**config.mk**
```make
export PLATFORM = sky130hd
export DESIGN_NAME = ps2_mouse_tx
export DESIGN_NICKNAME = d
export VERILOG_FILES = /design/src/rtl/ps2_mouse_tx.sv
export SDC_FILE = /design/constraint.sdc
export NUM_CORES = 1
export LEC_CHECK = 0
export CAP_MARGIN = 20
export CORE_MARGIN = 10
export CORE_UTILIZATION = 55
export CTS_CLUSTER_DIAMETER = 200
export DETAILED_ROUTE_END_ITERATION = 10
export PLACE_DENSITY = 0.78
export SLEW_MARGIN = 15
export SYNTH_ARGS = -nofsm -noshare
export SYNTH_HDL_FRONTEND = slang
export SYNTH_SLANG_ARGS = --single-unit
```
**constraint.sdc**
```tcl
create_clock -name clk -period 8.6 [get_ports clk]
set_input_delay 1.29 -clock clk [delete_from_list [all_inputs] [get_ports clk]]
set_output_delay 1.29 -clock clk [all_outputs]
set_load 0.005 [all_outputs]
```
**src/rtl/ps2_mouse_tx.sv**
```systemverilog
// PS/2 mouse transmitter: captures button/movement state on a send request
// and serialises a three-byte mouse packet onto device-driven PS/2 lines.
module ps2_mouse_tx #(
  parameter int HALF_CYC = 2500,
  parameter int GAP_CYC  = 5000
) (
  input  logic       clk,
  input  logic       rst_n,
  input  logic       send,
  input  logic       Click,
  input  logic       Izquierda,
  input  logic       Derecha,
  input  logic       Arriba,
  input  logic       Abajo,
  input  logic [7:0] MagX,
  input  logic [7:0] MagY,
  output logic       ps2_clk,
  output logic       ps2_data,
  output logic       busy,
  output logic       done
);

  localparam int MAXC = (HALF_CYC > GAP_CYC) ? HALF_CYC : GAP_CYC;
  localparam int CW   = (MAXC > 2) ? $clog2(MAXC) : 1;
  localparam logic [CW-1:0] HALF_LOAD = CW'(HALF_CYC - 1);
  localparam logic [CW-1:0] GAP_LOAD  = CW'(GAP_CYC - 1);

  typedef enum logic [2:0] {IDLE, BIT_HI, BIT_LO, GAP, DONE} state_t;

  state_t        state_q, state_d;
  logic [CW-1:0] timer_q, timer_d;
  logic [3:0]    bitCnt_q, bitCnt_d;
  logic [1:0]    byteCnt_q, byteCnt_d;
  logic [7:0]    byte0_q, byte0_d;
  logic [7:0]    byte1_q, byte1_d;
  logic [7:0]    byte2_q, byte2_d;
  logic          ps2Clk_q, ps2Clk_d;
  logic          ps2Data_q, ps2Data_d;

  logic [8:0]    moveX, moveY;
  logic [7:0]    curByte;

  // Signed 9-bit movement from a pair of opposing direction flags.
  // Negating a zero magnitude wraps back to zero, so -0 encodes as +0.
  function automatic logic [8:0] movement(input logic pos, input logic neg,
                                          input logic [7:0] mag);
    if (pos && !neg)      movement = {1'b0, mag};
    else if (neg && !pos) movement = 9'(~{1'b0, mag} + 9'd1);
    else                  movement = 9'd0;
  endfunction

  // Line level for frame position idx: start, 8 data LSB first, odd parity, stop.
  function automatic logic frameBit(input logic [7:0] data, input logic [3:0] idx);
    case (idx)
      4'd0:    frameBit = 1'b0;
      4'd9:    frameBit = ~^data;
      default: frameBit = (idx <= 4'd8) ? data[3'(idx - 4'd1)] : 1'b1;
    endcase
  endfunction

  assign moveX = movement(Derecha, Izquierda, MagX);
  assign moveY = movement(Arriba, Abajo, MagY);

  // Next-state logic: phase timer, bit/byte sequencing and packet snapshot.
  always_comb begin
    state_d   = state_q;
    timer_d   = timer_q;
    bitCnt_d  = bitCnt_q;
    byteCnt_d = byteCnt_q;
    byte0_d   = byte0_q;
    byte1_d   = byte1_q;
    byte2_d   = byte2_q;
    case (state_q)
      IDLE: begin
        if (send) begin
          byte0_d   = {2'b00, moveY[8], moveX[8], 1'b1, 2'b00, Click};
          byte1_d   = moveX[7:0];
          byte2_d   = moveY[7:0];
          bitCnt_d  = 4'd0;
          byteCnt_d = 2'd0;
          timer_d   = HALF_LOAD;
          state_d   = BIT_HI;
        end
      end
      BIT_HI: begin
        if (timer_q == '0) begin
          timer_d = HALF_LOAD;
          state_d = BIT_LO;
        end else begin
          timer_d = timer_q - 1'b1;
        end
      end
      BIT_LO: begin
        if (timer_q == '0) begin
          if (bitCnt_q == 4'd10) begin
            bitCnt_d = 4'd0;
            if (byteCnt_q == 2'd2) begin
              timer_d = '0;
              state_d = DONE;
            end else begin
              byteCnt_d = byteCnt_q + 2'd1;
              timer_d   = GAP_LOAD;
              state_d   = GAP;
            end
          end else begin
            bitCnt_d = bitCnt_q + 4'd1;
            timer_d  = HALF_LOAD;
            state_d  = BIT_HI;
          end
        end else begin
          timer_d = timer_q - 1'b1;
        end
      end
      GAP: begin
        if (timer_q == '0) begin
          timer_d = HALF_LOAD;
          state_d = BIT_HI;
        end else begin
          timer_d = timer_q - 1'b1;
        end
      end
      DONE: begin
        timer_d = '0;
        state_d = IDLE;
      end
      default: begin
        timer_d = '0;
        state_d = IDLE;
      end
    endcase
  end

  // Line drivers follow the next state so they are glitch-free registers.
  always_comb begin
    case (byteCnt_d)
      2'd0:    curByte = byte0_d;
      2'd1:    curByte = byte1_d;
      default: curByte = byte2_d;
    endcase
    ps2Clk_d  = (state_d != BIT_LO);
    ps2Data_d = 1'b1;
    if (state_d == BIT_HI || state_d == BIT_LO) begin
      ps2Data_d = frameBit(curByte, bitCnt_d);
    end
  end

  // State, counters, snapshot and line registers with asynchronous reset.
  always_ff @(posedge clk or negedge rst_n) begin
    if (!rst_n) begin
      state_q   <= IDLE;
      timer_q   <= '0;
      bitCnt_q  <= 4'd0;
      byteCnt_q <= 2'd0;
      byte0_q   <= 8'd0;
      byte1_q   <= 8'd0;
      byte2_q   <= 8'd0;
      ps2Clk_q  <= 1'b1;
      ps2Data_q <= 1'b1;
    end else begin
      state_q   <= state_d;
      timer_q   <= timer_d;
      bitCnt_q  <= bitCnt_d;
      byteCnt_q <= byteCnt_d;
      byte0_q   <= byte0_d;
      byte1_q   <= byte1_d;
      byte2_q   <= byte2_d;
      ps2Clk_q  <= ps2Clk_d;
      ps2Data_q <= ps2Data_d;
    end
  end

  assign ps2_clk  = ps2Clk_q;
  assign ps2_data = ps2Data_q;
  assign busy     = (state_q != IDLE);
  assign done     = (state_q == DONE);

endmodule

```
; Word level (Yosys, flattened, before mapping)
; Cells that the tools add are included.
[op_classes]
order_cmp = 2
eq_ne = 12
muxes = 38
n_reduce_logical = 16
add_sub_neg = 6
bitwise = 2
[ops]
columns = cell, count
row1 = $mux W13, 5
row2 = $mux W8, 6
row3 = $pmux W13 S3, 1
row4 = $mux W9, 4
row5 = $add A9 B1 Y9 const B, 2
row6 = $mux W3, 6
row7 = $not A8 Y9, 2
row8 = $pmux W8 S2, 1
row9 = $logic_not A13 Y1, 1
row10 = $sub A13 B1 Y13 const B, 1
row11 = $mux W4, 3
row12 = $pmux W3 S4, 1
row13 = $eq A3 B2 Y1 const B, 3
row14 = $eq A4 B4 Y1 const B, 2
row15 = $mux W2, 4
row16 = $pmux W4 S2, 1
row17 = $reduce_xnor A8 Y1, 1
row18 = $eq A3 B1 Y1 const B, 2
row19 = $add A4 B1 Y4 const B, 1
row20 = $le A4 B4 Y1 const B, 1
row21 = $logic_and A1 B1 Y1, 4
row22 = $logic_not A1 Y1, 4
row23 = $logic_not A4 Y1, 1
row24 = $lt A3 B4 Y1 const B, 1
row25 = 16 further kinds, 18
[word_totals]
reg_bits = 48
inputBits = 24

; Logic depth before layout (Yosys ltp)
[depth]
depth_word = 12
ltp_mapped = 16
mapped_depth_nobuf = 16

; Worst setup path before layout
; OpenSTA, ideal clock, no wires.
[synth_timing]
path_type = input to register
start = input MagY[0]
end = register ps2Data_q (netlist: ps2_data)
required_ps = 8522
setup_slack_ps = 4810
t_arrival_ps = 3712
setup_ps = 78
stages = 13
path_cell_list = inv_1 > ha_1 > or3b_2 > nor3_1 > xnor2_1 > a22oi_1 > o21ai_0 > o22ai_2 > xnor2_1 > xnor3_1 > xnor2_1 > nand3_1 > a31o_1
[synth_via]
elab_chain_cells = 12
elab_cells_between_ends = 15
classes_between = 1 x add/sub / 12 x mux / 1 x bitwise / 1 x reduce/logical
[synth_rtl]
columns = item, line
row1 = from (decl), 16  ; input logic [7:0] MagY,
row2 = $not A8 Y9 *, 48  ; else if (neg && !pos) movement = 9'(~{1'b0, mag} + 9'd1);
row3 = $add A9 B1 Y9 *, 48
row4 = $mux W9 *, 48
row5 = $mux W9 *, 47  ; if (pos && !neg) movement = {1'b0, mag};
row6 = $mux W8 *, 75  ; if (send) begin
row7 = $mux W8 *, 73  ; case (state_q)
row8 = named net byte2_d[6], 36  ; logic [7:0] byte2_q, byte2_d;
row9 = $pmux W8 S2 *, 135  ; case (byteCnt_d)
row10 = $bmux W1 S3, 57  ; default: frameBit = (idx <= 4'd8) ? data[3'(idx - 4'd1)] : 1'b1;
row11 = $mux W1 (not written as such), 57
row12 = $mux W1, 57
row13 = $pmux W1 S2 *, 54  ; case (idx)
row14 = $mux W1 *, 142  ; if (state_d == BIT_HI || state_d == BIT_LO) begin
row15 = named net ps2Data_d, 38  ; logic ps2Data_q, ps2Data_d;
row16 = to (signal assigned), 168  ; ps2Data_q <= ps2Data_d;
row17 = to (decl), 38
; The timed path passes the listed nets; every way through them passes the cells marked *. The select of a mux whose other input is x is not followed.
; A chain may end at the register's enable or synchronous reset.

; Worst setup path after layout
[layout_timing]
start = input send
end = register ps2Data_q (netlist: ps2_data)
[layout_via]
elab_chain_cells = 9
elab_cells_between_ends = 28
classes_between = 1 x add/sub / 1 x order compare / 4 x eq/ne / 18 x mux / 4 x reduce/logical
[layout_rtl]
columns = item, line
row1 = from (decl), 9  ; input logic send,
row2 = $mux W2 *, 75
row3 = $pmux W2 S2 *, 73
row4 = named net byteCnt_d[1], 33  ; logic [1:0] byteCnt_q, byteCnt_d;
row5 = $eq A2 B1 Y1 or $logic_not A2 Y1 (tied branches), 135
row6 = $pmux W8 S2 *, 135
row7 = $bmux W1 S3, 57
row8 = $mux W1 (not written as such), 57
row9 = $mux W1, 57
row10 = $pmux W1 S2 *, 54
row11 = $mux W1 *, 142
row12 = named net ps2Data_d, 38
; Marks and branches as above.

==> flow_summary.yaml <==
route:
  routed_wl_um: 7130
  wl_per_cell_um: 15.6
  viasPerCell: 5.91
  drc: 0
  vias: 2703
  detail-route-antenna-nets: 0
  initialDrtViolationCount: 227
  dr.pass1.iters: 5
power_and_ir_drop:
  p_leak_nw: 1.55
  powerDensity_nw_per_um2: 125
  peakVddDrop_mv: 0.0903
clocking:
  postCtsHoldBufs: 0
  root_buffer: "clkbuf_8"
  cts.clk_slew.worst_paths_ns: 0.10
  htreeDepth: 2
  cts.sinks: 48
  cts_setup_buffers: 0
  clock_path_buffers: 2
  cts_inserted_buffers: 5
  tritoncts: "yes"
  clk_latency_ns: 0.31
  post_cts_resize_count: 0
sta:
  final-hold-violation-count: 0
  worst_slew_margin_rel: 0.395
  period_share: 0.513
  rsz0062_at_grt: "false"
  setup_viol: 0
  report.final.slew_viol_count: 0
  hold_ws_ns: 0.489
  setup_tns_ns: 0
  fin_skew_ns: 0.0139
  min_period_ns: 4.41
  fmax_ghz: 0.227
  worstMarginPinSlew_ns: 0.906
  setup_slack_ns: 4.19
synthesis:
  synth-edff-count: 0
  netlist.area_leader.share: 0.371
  synth-seq-cells: 48
  syn_area_per_cell_um2: 8.65
  ys_types: 58
  yosysTopAreaCell: "dfrtp_1"
  async_flop_share: 1.00
  synth_ff_type: "dfrtp_1"
  syn_nets: 390
  synth.area.top_cells: "dfrtp_1 (37%), o21ai_0 (6.0%), nor2_1 (4.6%)"
  synth_seq_area_share: 0.387
  synth_warnings: 0
  synth_area_um2: 3110
  syn_inst: 359
critical_path:
  crit_required_ns: 8.84
  cp_slowest_cell: "clkdlybuf4s50_1"
  crit_path_frequent_cell: "xnor2_1"
  arrival_ns: 4.65
  critical_path_class: "in -> reg"
  critPathMaxFanout: 29
  cp.buffers_inverters: 2
  cp-end-kind: "flop"
  slowest_delay_ns: 0.66
  reg2reg_setup_slack_ns: 4.36
  crit_chain: "clkdlybuf4s50_1 > nand2_1 > a32oi_4 > inv_2 > a21o_1 > o22ai_2 > xnor2_1 > xnor3_1 > xnor2_1 > nand3_1 > a31o_1"
  start_kind: "input port"
  crit_family: "compound AO/OA/AOI/OAI gates"
global_routing:
  grt_usage: 0.162
  grt_pass1_wl_um: 12000
  grt_overflow: 0
  grt_pass1_vias: 2492
  grt_max_degree: 49
  antenna_found_initial: 0
floorplan:
  initial_core_util: 0.564
  dieWidth_um: 95.2
  io_pins: 28
  fp.dieH_um: 95.2
  dieArea_um2: 9050
  coreArea_um2: 5510
  rows: 27
cells_and_area:
  layout_commonest_cell: "dfrtp_1"
  final_cell_mix: "dfrtp_1 (46), nor2_1 (38), o21ai_0 (37)"
  area_delta_synth_final_pct: 14.3
  drive_gt1_frac: 0.0701
  fin_nets: 415
  fin_util: 0.645
  antenna-diode-count: 0
  final_cell_area_um2: 3550
placement:
  post_dp_cell_area_um2: 3430
  hpwl_um: 5290
  io_buffer_count: 27
  gp_congestion: 0.859
  dp_slack_ns: 3.88
hold_path:
  hold_path_class: "reg -> reg"
flow_run:
  drv_cap: 0
outcome:
  status: "finished clean"
## registers in the layout, summed over array words and instances, names as in the netlist
signal and count:
ps2_clk 1, byte1_q 8, bitCnt_q 4, timer_q 13
byte0_q 8, state_q 3, byte2_q 8, byteCnt_q 2
ps2_data 1
## layer usage
layer | up-vias | share of wire | global-route usage
li1 | 1329 | - | -
met1 | 1275 | 0.47 | 0.229
met2 | 94 | 0.47 | 0.251
met3 | 5 | 0.057 | 0.0322
met4 | 0 | 0.0087 | 0.0362
met5 | - | 0 | 0
## final timing paths
check	endpoint	cells after the start	from
worst min register to register	byte2_q[4]$_DFF_PN0_	2	byte2_q[4]$_DFF_PN0_
worst max register to register	ps2_data$_DFF_PN1_	13	timer_q[0]$_DFFE_PN0P_
max in group asynchronous	state_q[0]$_DFF_PN0_	1	rst_n
worst max-delay path	ps2_data$_DFF_PN1_	11	send
worst min-delay path	byte2_q[4]$_DFF_PN0_	2	byte2_q[4]$_DFF_PN0_
min in group asynchronous	timer_q[4]$_DFFE_PN0P_	1	rst_n
## cell type report
class	count	area [um^2]
Sequential cell	48	1200
Multi-Input combinational cell	274	1760
Clock inverter	3	46.3
Inverter	26	97.6
Clock buffer	5	68.8
Tap cell	72	90.1
Fill cell	462	1960
Timing Repair Buffer	29	280
## cell families after synthesis
| kind of cell | after synthesis | synth area share |
|---|---|---|
| multiplexers | 11 | 0.0407 |
| buffers and inverters | 37 | 0.0451 |
| AND/OR/NAND/NOR | 123 | 0.200 |
| adder cells (fa/ha/maj) | 7 | 0.0282 |
| AO/OA/AOI/OAI | 113 | 0.238 |
| XOR/XNOR | 20 | 0.0608 |
| flip-flops | 48 | 0.387 |
## cells in the mapped netlist, types with 3 or more instances
| cell | number |
|---|---|
| and3_1 | 3 |
| dfrtp_1 | 46 |
| a21o_1 | 3 |
| a22oi_1 | 11 |
| o21a_1 | 5 |
| o31ai_1 | 4 |
| nor2_1 | 38 |
| ha_1 | 7 |
| nand3_1 | 7 |
| xnor2_1 | 14 |
| xor2_1 | 5 |
| a211oi_1 | 4 |
| mux2i_1 | 7 |
| nand2b_1 | 4 |
| or4_1 | 3 |
| nor2b_1 | 9 |
| a21oi_1 | 27 |
| nand2_1 | 32 |
| o21ai_0 | 37 |
| clkbuf_1 | 10 |
| nor3_1 | 12 |
| inv_1 | 25 |
## power breakdown
part | switching (W) | internal (W)
Sequential | 0.000000610 | 0.000228
Combinational | 0.0000248 | 0.0000224
Clock | 0.0000822 | 0.0000876
## tightest hold or removal path, delay by kind of cell (launching register included)
kind            cells  cell delay, ns
compound gates      1            0.07
buf+inv             1            0.05
flops               1            0.34
## per-stage QoR
step	std cells	total power [W]
finish	457	0.000445
global route	457	0.000461
CTS	456	0.000448
detailed placement	448	0.000280
global placement	448	0.000279
floorplan	359	0.000257
No activity file was read; power rests on OpenSTA's default activity.
